--- config.mk ---
export PLATFORM = sky130hd
export DESIGN_NAME = uart_echo_fifo
export DESIGN_NICKNAME = d
export VERILOG_FILES = /design/src/rtl/uart_echo_fifo.sv
export SDC_FILE = /design/constraint.sdc
export NUM_CORES = 1
export LEC_CHECK = 0
export CORE_ASPECT_RATIO = 0.5
export CORE_MARGIN = 2
export CORE_UTILIZATION = 65
export CTS_BUF_LIST = sky130_fd_sc_hd__clkbuf_16
export CTS_CLUSTER_SIZE = 40
export DETAILED_ROUTE_END_ITERATION = 7
export GPL_TIMING_DRIVEN = 0
export HOLD_SLACK_MARGIN = 0.06
export PLACE_DENSITY = 0.92
export SLEW_MARGIN = 20
export SYNTH_ARGS = -nofsm -noshare
export SYNTH_HDL_FRONTEND = slang
export SYNTH_SLANG_ARGS = --single-unit
export TNS_END_PERCENT = 30
--- constraint.sdc ---
create_clock -name clk -period 5.5 [get_ports clk]
set_clock_uncertainty 0.15 [all_clocks]
set_input_delay 1.65 -clock clk [delete_from_list [all_inputs] [get_ports clk]]
set_output_delay 1.65 -clock clk [all_outputs]
set_load 0.02 [all_outputs]
--- src/rtl/uart_echo_fifo.sv ---
// UART loopback: 2-flop synchronised receiver, FIFO, re-serialising transmitter.
// Define UART_ECHO_UPPER_EN to upper-case a..z on the echo path (DATA_BITS=8).
module uart_echo_fifo #(
   parameter int BAUDRATE  = 104,
   parameter int DATA_BITS = 8,
   parameter int DEPTH     = 16,
   parameter int MODE      = 0,
   localparam int AW       = $clog2(DEPTH)
) (
   input  logic                 clk,
   input  logic                 rst,
   input  logic                 rx,
   output logic                 tx,
   output logic [DATA_BITS-1:0] ledb,
   output logic                 rcv,
   output logic                 frame_err,
   output logic                 overflow,
   output logic [AW:0]          level
);

   localparam int CW = $clog2(BAUDRATE);
   localparam int BW = $clog2(DATA_BITS);
   localparam logic [CW-1:0] LAST  = CW'(BAUDRATE - 1);
   localparam logic [CW-1:0] HALF  = CW'(BAUDRATE / 2);
   localparam logic [BW-1:0] BLAST = BW'(DATA_BITS - 1);
   localparam logic [AW:0]   FULL  = (AW+1)'(DEPTH);

   typedef enum logic [1:0] {IDLE, START, DATA, STOP} st_t;

   function automatic logic [DATA_BITS-1:0] conv(input logic [DATA_BITS-1:0] c);
`ifdef UART_ECHO_UPPER_EN
      if (DATA_BITS == 8 && c >= DATA_BITS'(8'h61) && c <= DATA_BITS'(8'h7a))
         return c - DATA_BITS'(8'h20);
`endif
      return c;
   endfunction

   logic s1, s2, s3, fall;

   always_ff @(posedge clk or posedge rst) begin
      if (rst) begin
         s1 <= 1'b1;
         s2 <= 1'b1;
         s3 <= 1'b1;
      end else begin
         s1 <= rx;
         s2 <= s1;
         s3 <= s2;
      end
   end

   assign fall = s3 & ~s2;

   st_t                 rs, rs_n;
   logic [CW-1:0]       rc, rc_n;
   logic [BW-1:0]       rb, rb_n;
   logic [DATA_BITS-1:0] rsh, rsh_n;
   logic                push, ferr;

   always_comb begin
      rs_n  = rs;
      rc_n  = rc + CW'(1);
      rb_n  = rb;
      rsh_n = rsh;
      push  = 1'b0;
      ferr  = 1'b0;
      unique case (rs)
         IDLE: begin
            rc_n = '0;
            if (fall) rs_n = START;
         end
         START: if (rc == HALF) begin
            rc_n = '0;
            rb_n = '0;
            rs_n = s2 ? IDLE : DATA;
         end
         DATA: if (rc == LAST) begin
            rc_n  = '0;
            rb_n  = rb + BW'(1);
            rsh_n = {s2, rsh[DATA_BITS-1:1]};
            if (rb == BLAST) rs_n = STOP;
         end
         STOP: if (rc == LAST) begin
            rc_n = '0;
            rs_n = IDLE;
            push = s2;
            ferr = ~s2;
         end
         default: rs_n = IDLE;
      endcase
   end

   always_ff @(posedge clk or posedge rst) begin
      if (rst) begin
         rs        <= IDLE;
         rc        <= '0;
         rb        <= '0;
         rsh       <= '0;
         rcv       <= 1'b0;
         frame_err <= 1'b0;
         ledb      <= '0;
      end else begin
         rs        <= rs_n;
         rc        <= rc_n;
         rb        <= rb_n;
         rsh       <= rsh_n;
         rcv       <= push;
         frame_err <= ferr;
         if (push) ledb <= rsh;
      end
   end

   logic [DATA_BITS-1:0] mem [DEPTH];
   logic [AW-1:0]        wp, rp;
   logic                 pop, push_ok, go;

   // A full FIFO still accepts a push when the same edge pops.
   assign push_ok = push & ((level != FULL) | pop);
   assign go      = (MODE == 0) && (level != '0);

   always_ff @(posedge clk) begin
      if (push_ok) mem[wp] <= rsh;
   end

   always_ff @(posedge clk or posedge rst) begin
      if (rst) begin
         wp       <= '0;
         rp       <= '0;
         level    <= '0;
         overflow <= 1'b0;
      end else begin
         if (push_ok) wp <= wp + AW'(1);
         if (pop) rp <= rp + AW'(1);
         if (push_ok && !pop) level <= level + (AW+1)'(1);
         else if (!push_ok && pop) level <= level - (AW+1)'(1);
         if (push && !push_ok) overflow <= 1'b1;
      end
   end

   st_t                  ts, ts_n;
   logic [CW-1:0]        tc, tc_n;
   logic [BW-1:0]        tb, tb_n;
   logic [DATA_BITS-1:0] tsh, tsh_n;
   logic                 txq, txq_n;

   // txq is registered from the current state, so every bit is delayed one cycle.
   always_comb begin
      ts_n  = ts;
      tc_n  = tc + CW'(1);
      tb_n  = tb;
      tsh_n = tsh;
      pop   = 1'b0;
      txq_n = 1'b1;
      unique case (ts)
         IDLE: begin
            tc_n = '0;
            if (go) begin
               pop   = 1'b1;
               tsh_n = conv(mem[rp]);
               ts_n  = START;
            end
         end
         START: begin
            txq_n = 1'b0;
            if (tc == LAST) begin
               tc_n = '0;
               tb_n = '0;
               ts_n = DATA;
            end
         end
         DATA: begin
            txq_n = tsh[0];
            if (tc == LAST) begin
               tc_n  = '0;
               tb_n  = tb + BW'(1);
               tsh_n = tsh >> 1;
               if (tb == BLAST) ts_n = STOP;
            end
         end
         STOP: if (tc == LAST) begin
            tc_n = '0;
            ts_n = IDLE;
            if (go) begin
               pop   = 1'b1;
               tsh_n = conv(mem[rp]);
               ts_n  = START;
            end
         end
         default: ts_n = IDLE;
      endcase
   end

   always_ff @(posedge clk or posedge rst) begin
      if (rst) begin
         ts  <= IDLE;
         tc  <= '0;
         tb  <= '0;
         tsh <= '0;
         txq <= 1'b1;
      end else begin
         ts  <= ts_n;
         tc  <= tc_n;
         tb  <= tb_n;
         tsh <= tsh_n;
         txq <= txq_n;
      end
   end

   assign tx = (MODE == 1) ? rx : txq;

endmodule

==> results_dict.tcl <==
set metrics [dict create \
    status "finished clean" \
    cts_buffers 17 \
    slew_violations 0 \
    grt-ovfl-total 0 \
    wl_per_cell_um 26.2 \
    startpoint "ts[0]$_DFFE_PP0P_" \
    gr-usage-met2 0.497 \
    yosysMostFrequentCell "edfxtp_1" \
    cts.repair.resized 0 \
    drtAntennaViolNets 0 \
    setup_violations 0 \
    dp_slack_ps 1950 \
    ir_drop_mv 0.244 \
    tns_ps 0 \
    grt_usage 0.309 \
    synth_top_area_cell "edfxtp_1" \
    ys_seq_area_frac 0.674 \
    synth_cell_types 56 \
    pwr-share-comb 0.031 \
    areaGrowthSynthToFinish_pct 12.7 \
    busiest_layer "met2" \
    cts_root_buffer "clkbuf_16" \
    fin_nets 590 \
    finalCritPeriodShare 0.686 \
    worst_slew_pin_slew_ps 866 \
    required_ps 5680 \
    rows 28 \
    netlist_area_um2 8240 \
    pwr-share-seq 0.550 \
    use_met3 0.0765 \
    core_area_um2 12100 \
    synth_nets 547 \
    rsz0062_at_grt "false" \
    use_met1 0.412 \
    io_pins 20 \
    cp.arrival_ps 3950 \
    synth_top_cell_area_share 0.467 \
    p_clk_frac 0.418 \
    p_sw_frac 0.231 \
    clk_path_buf_depth 2 \
    synth_warnings 0 \
    endpoint_kind "flip-flop" \
    cts.sinks 196 \
    max_cap_viol_count 0 \
    start_util 0.681 \
    post_cts_buffers 0 \
    insertion_delay_ps 440 \
    vias 4994 \
    synthAdderAreaFrac 0.0359 \
    r2r_start "ts[0]$_DFFE_PP0P_" \
    critPathKind "flip-flop to flip-flop" \
    cts_tree "built" \
    drive_gt1_frac 0.210 \
    relSlewSlack 0.423 \
    synth_edf_count 128 \
    drc 0 \
    netlist_top_cells_area "edfxtp_1 (47%), dfrtp_1 (19%), mux4_2 (8.8%), ha_1 (3.3%), a21oi_1 (1.8%)" \
    htree_num_levels 4 \
    portBuffers 19 \
    syn-mean-instance-area_um2 15.8 \
    routed_via_density 6.73 \
    finalPower_uw 2900 \
    syn_inst 521 \
    synth_top_family_by_area "multiplexers" \
    hp-class "flip-flop to flip-flop" \
    die_y_um 83.6 \
    ys_ff_latch 196 \
    cts_hold_buf 0 \
    p_int_uw 2230 \
    synth_xor_area_frac 0.0213 \
    die_w_um 163 \
    design.die.area_um2 13600 \
    p_sw_uw 669 \
    powerDensity_nw_per_um2 312 \
    post-route-min-period_ps 3770 \
    synthMuxAreaShare 0.111 \
    drtIter0Drc 685 \
    cp-start-kind "flip-flop" \
    yosys.area_share.simple 0.0802 \
    cellLeakagePower_uw 0.00316 \
    crit_fanout 10 \
    firstDrtPassIters 6 \
    antenna_found_initial 0 \
    hp-start "s1$_DFF_PP1_" \
    wl_um 19400 \
    grt_max_degree 43 \
    max_freq_ghz 0.265 \
    hold_violations 0 \
    gp_congestion 0.794 \
    setup_ws_ps 1730 \
    antenna_cells 0 \
    grt_pass1_vias 5050 \
    synth-compound-area-share 0.0529 \
    ys_top_cells_by_count "edfxtp_1 (128), dfrtp_1 (64), nand2_1 (36), mux4_2 (32), a21oi_1 (30)" \
    grt_pass1_wl_um 30300 \
    dp_hpwl_um 11300 \
    ys_async_sr_fraction 0.347 \
    clk_pin_slew_worst_paths_ps 80 \
    synthFlopType "edfxtp_1" \
]
## routing by layer
layer,routed length [µm],share of wire
met2,9570,0.49
met1,6970,0.36
met3,2200,0.11
met5,0,0
met4,672,0.035
## power groups by stage
stage,logic (µW),clock network [µW],registers [µW]
floorplan,69.2,0,1620
finish,91.0,1210,1590
detailed placement,90.4,0,1620
global route,104,1260,1600
global placement,83.9,0,1620
CTS,91.3,1210,1590
## sequential cells by signal, summed over array words and instances (netlist names), named ones only
name	count
s1	1
tx	1
ledb	8
rcv	1
overflow	1
mem	128
s2	1
level	5
wp	4
rs	1
rb	3
rp	4
rsh	8
ts	2
tc	7
tsh	8
tb	3
rc	7
frame_err	1
s3	1
## worst paths after layout
check,end,slack [ps],cells after the start
min,s2$_DFF_PP1_,220,0
min reg2reg,s2$_DFF_PP1_,220,0
min in group asynchronous,ledb[5]$_DFFE_PP0P_,1390,2
max reg2reg,level[4]$_DFFE_PP0P_,1730,15
max in group asynchronous,tx$_DFF_PP1_,3210,3
max,level[4]$_DFFE_PP0P_,1730,15
## worst max-delay path, stage by stage (launching register included)
cell and delay, ps:
dfrtp_1 460, inv_1 130, ha_1 220, clkbuf_1 200, nor2b_1 190, nor3b_2 470, a21o_4 290, inv_4 90
ha_1 230, inv_1 160, ha_1 300, a21o_1 200, a21oi_1 190, xnor2_1 170, nor2_1 80, xor2_1 150
## stage by stage
| step | cells | hold WS [ps] | utilization | cell area, µm² |
|---|---|---|---|---|
| after global routing | 742 | 221 | 0.768 | 9280 |
| after global placement | 705 | 200 | 0.714 | 8630 |
| after CTS | 742 | 219 | 0.768 | 9280 |
| after detailed placement | 710 | 206 | 0.721 | 8720 |
| after floorplan | 521 | 195 | - | 8240 |
| final | 742 | 221 | 0.768 | 9280 |
## cell usage in the layout, fill, tap and decap left out, types with 3 or more instances in the layout
cell type and instances:
a22oi_1 16, nor3_1 6, mux4_2 32, nor4b_2 3, buf_2 10, clkdlybuf4s50_1 19
nor2b_1 7, nand3_1 10, o22ai_1 3, ha_1 22, dfrtp_1 64, and4b_1 3
a21oi_1 30, clkbuf_16 18, clkinv_4 3, xnor2_1 10, clkbuf_1 10, xor2_1 10
dfstp_2 4, o21ai_0 7, inv_6 4, and2_1 4, nor3b_1 4, mux2i_1 3
nor3_2 5, nor2_1 28, inv_1 16, mux2_2 13, nand2_1 36, edfxtp_1 128
inv_4 4, buf_4 4
## logic make-up after synthesis
family,Yosys count
buf+inv,44
flops,196
mux,49
xor+xnor,20
compound gates,68
fa+ha+maj,23
simple gates,121
## final cells by class
class | instances | area [µm²]
plain buffers | 25 | 133
clock buffers | 18 | 450
clock inverters | 14 | 114
fillers | 617 | 2800
inverters | 19 | 76.3
multi-input cells | 281 | 2520
flip-flops and latches | 196 | 5550
well taps | 165 | 206
repair buffers | 24 | 230
No activity file was read; power rests on OpenSTA's default activity.
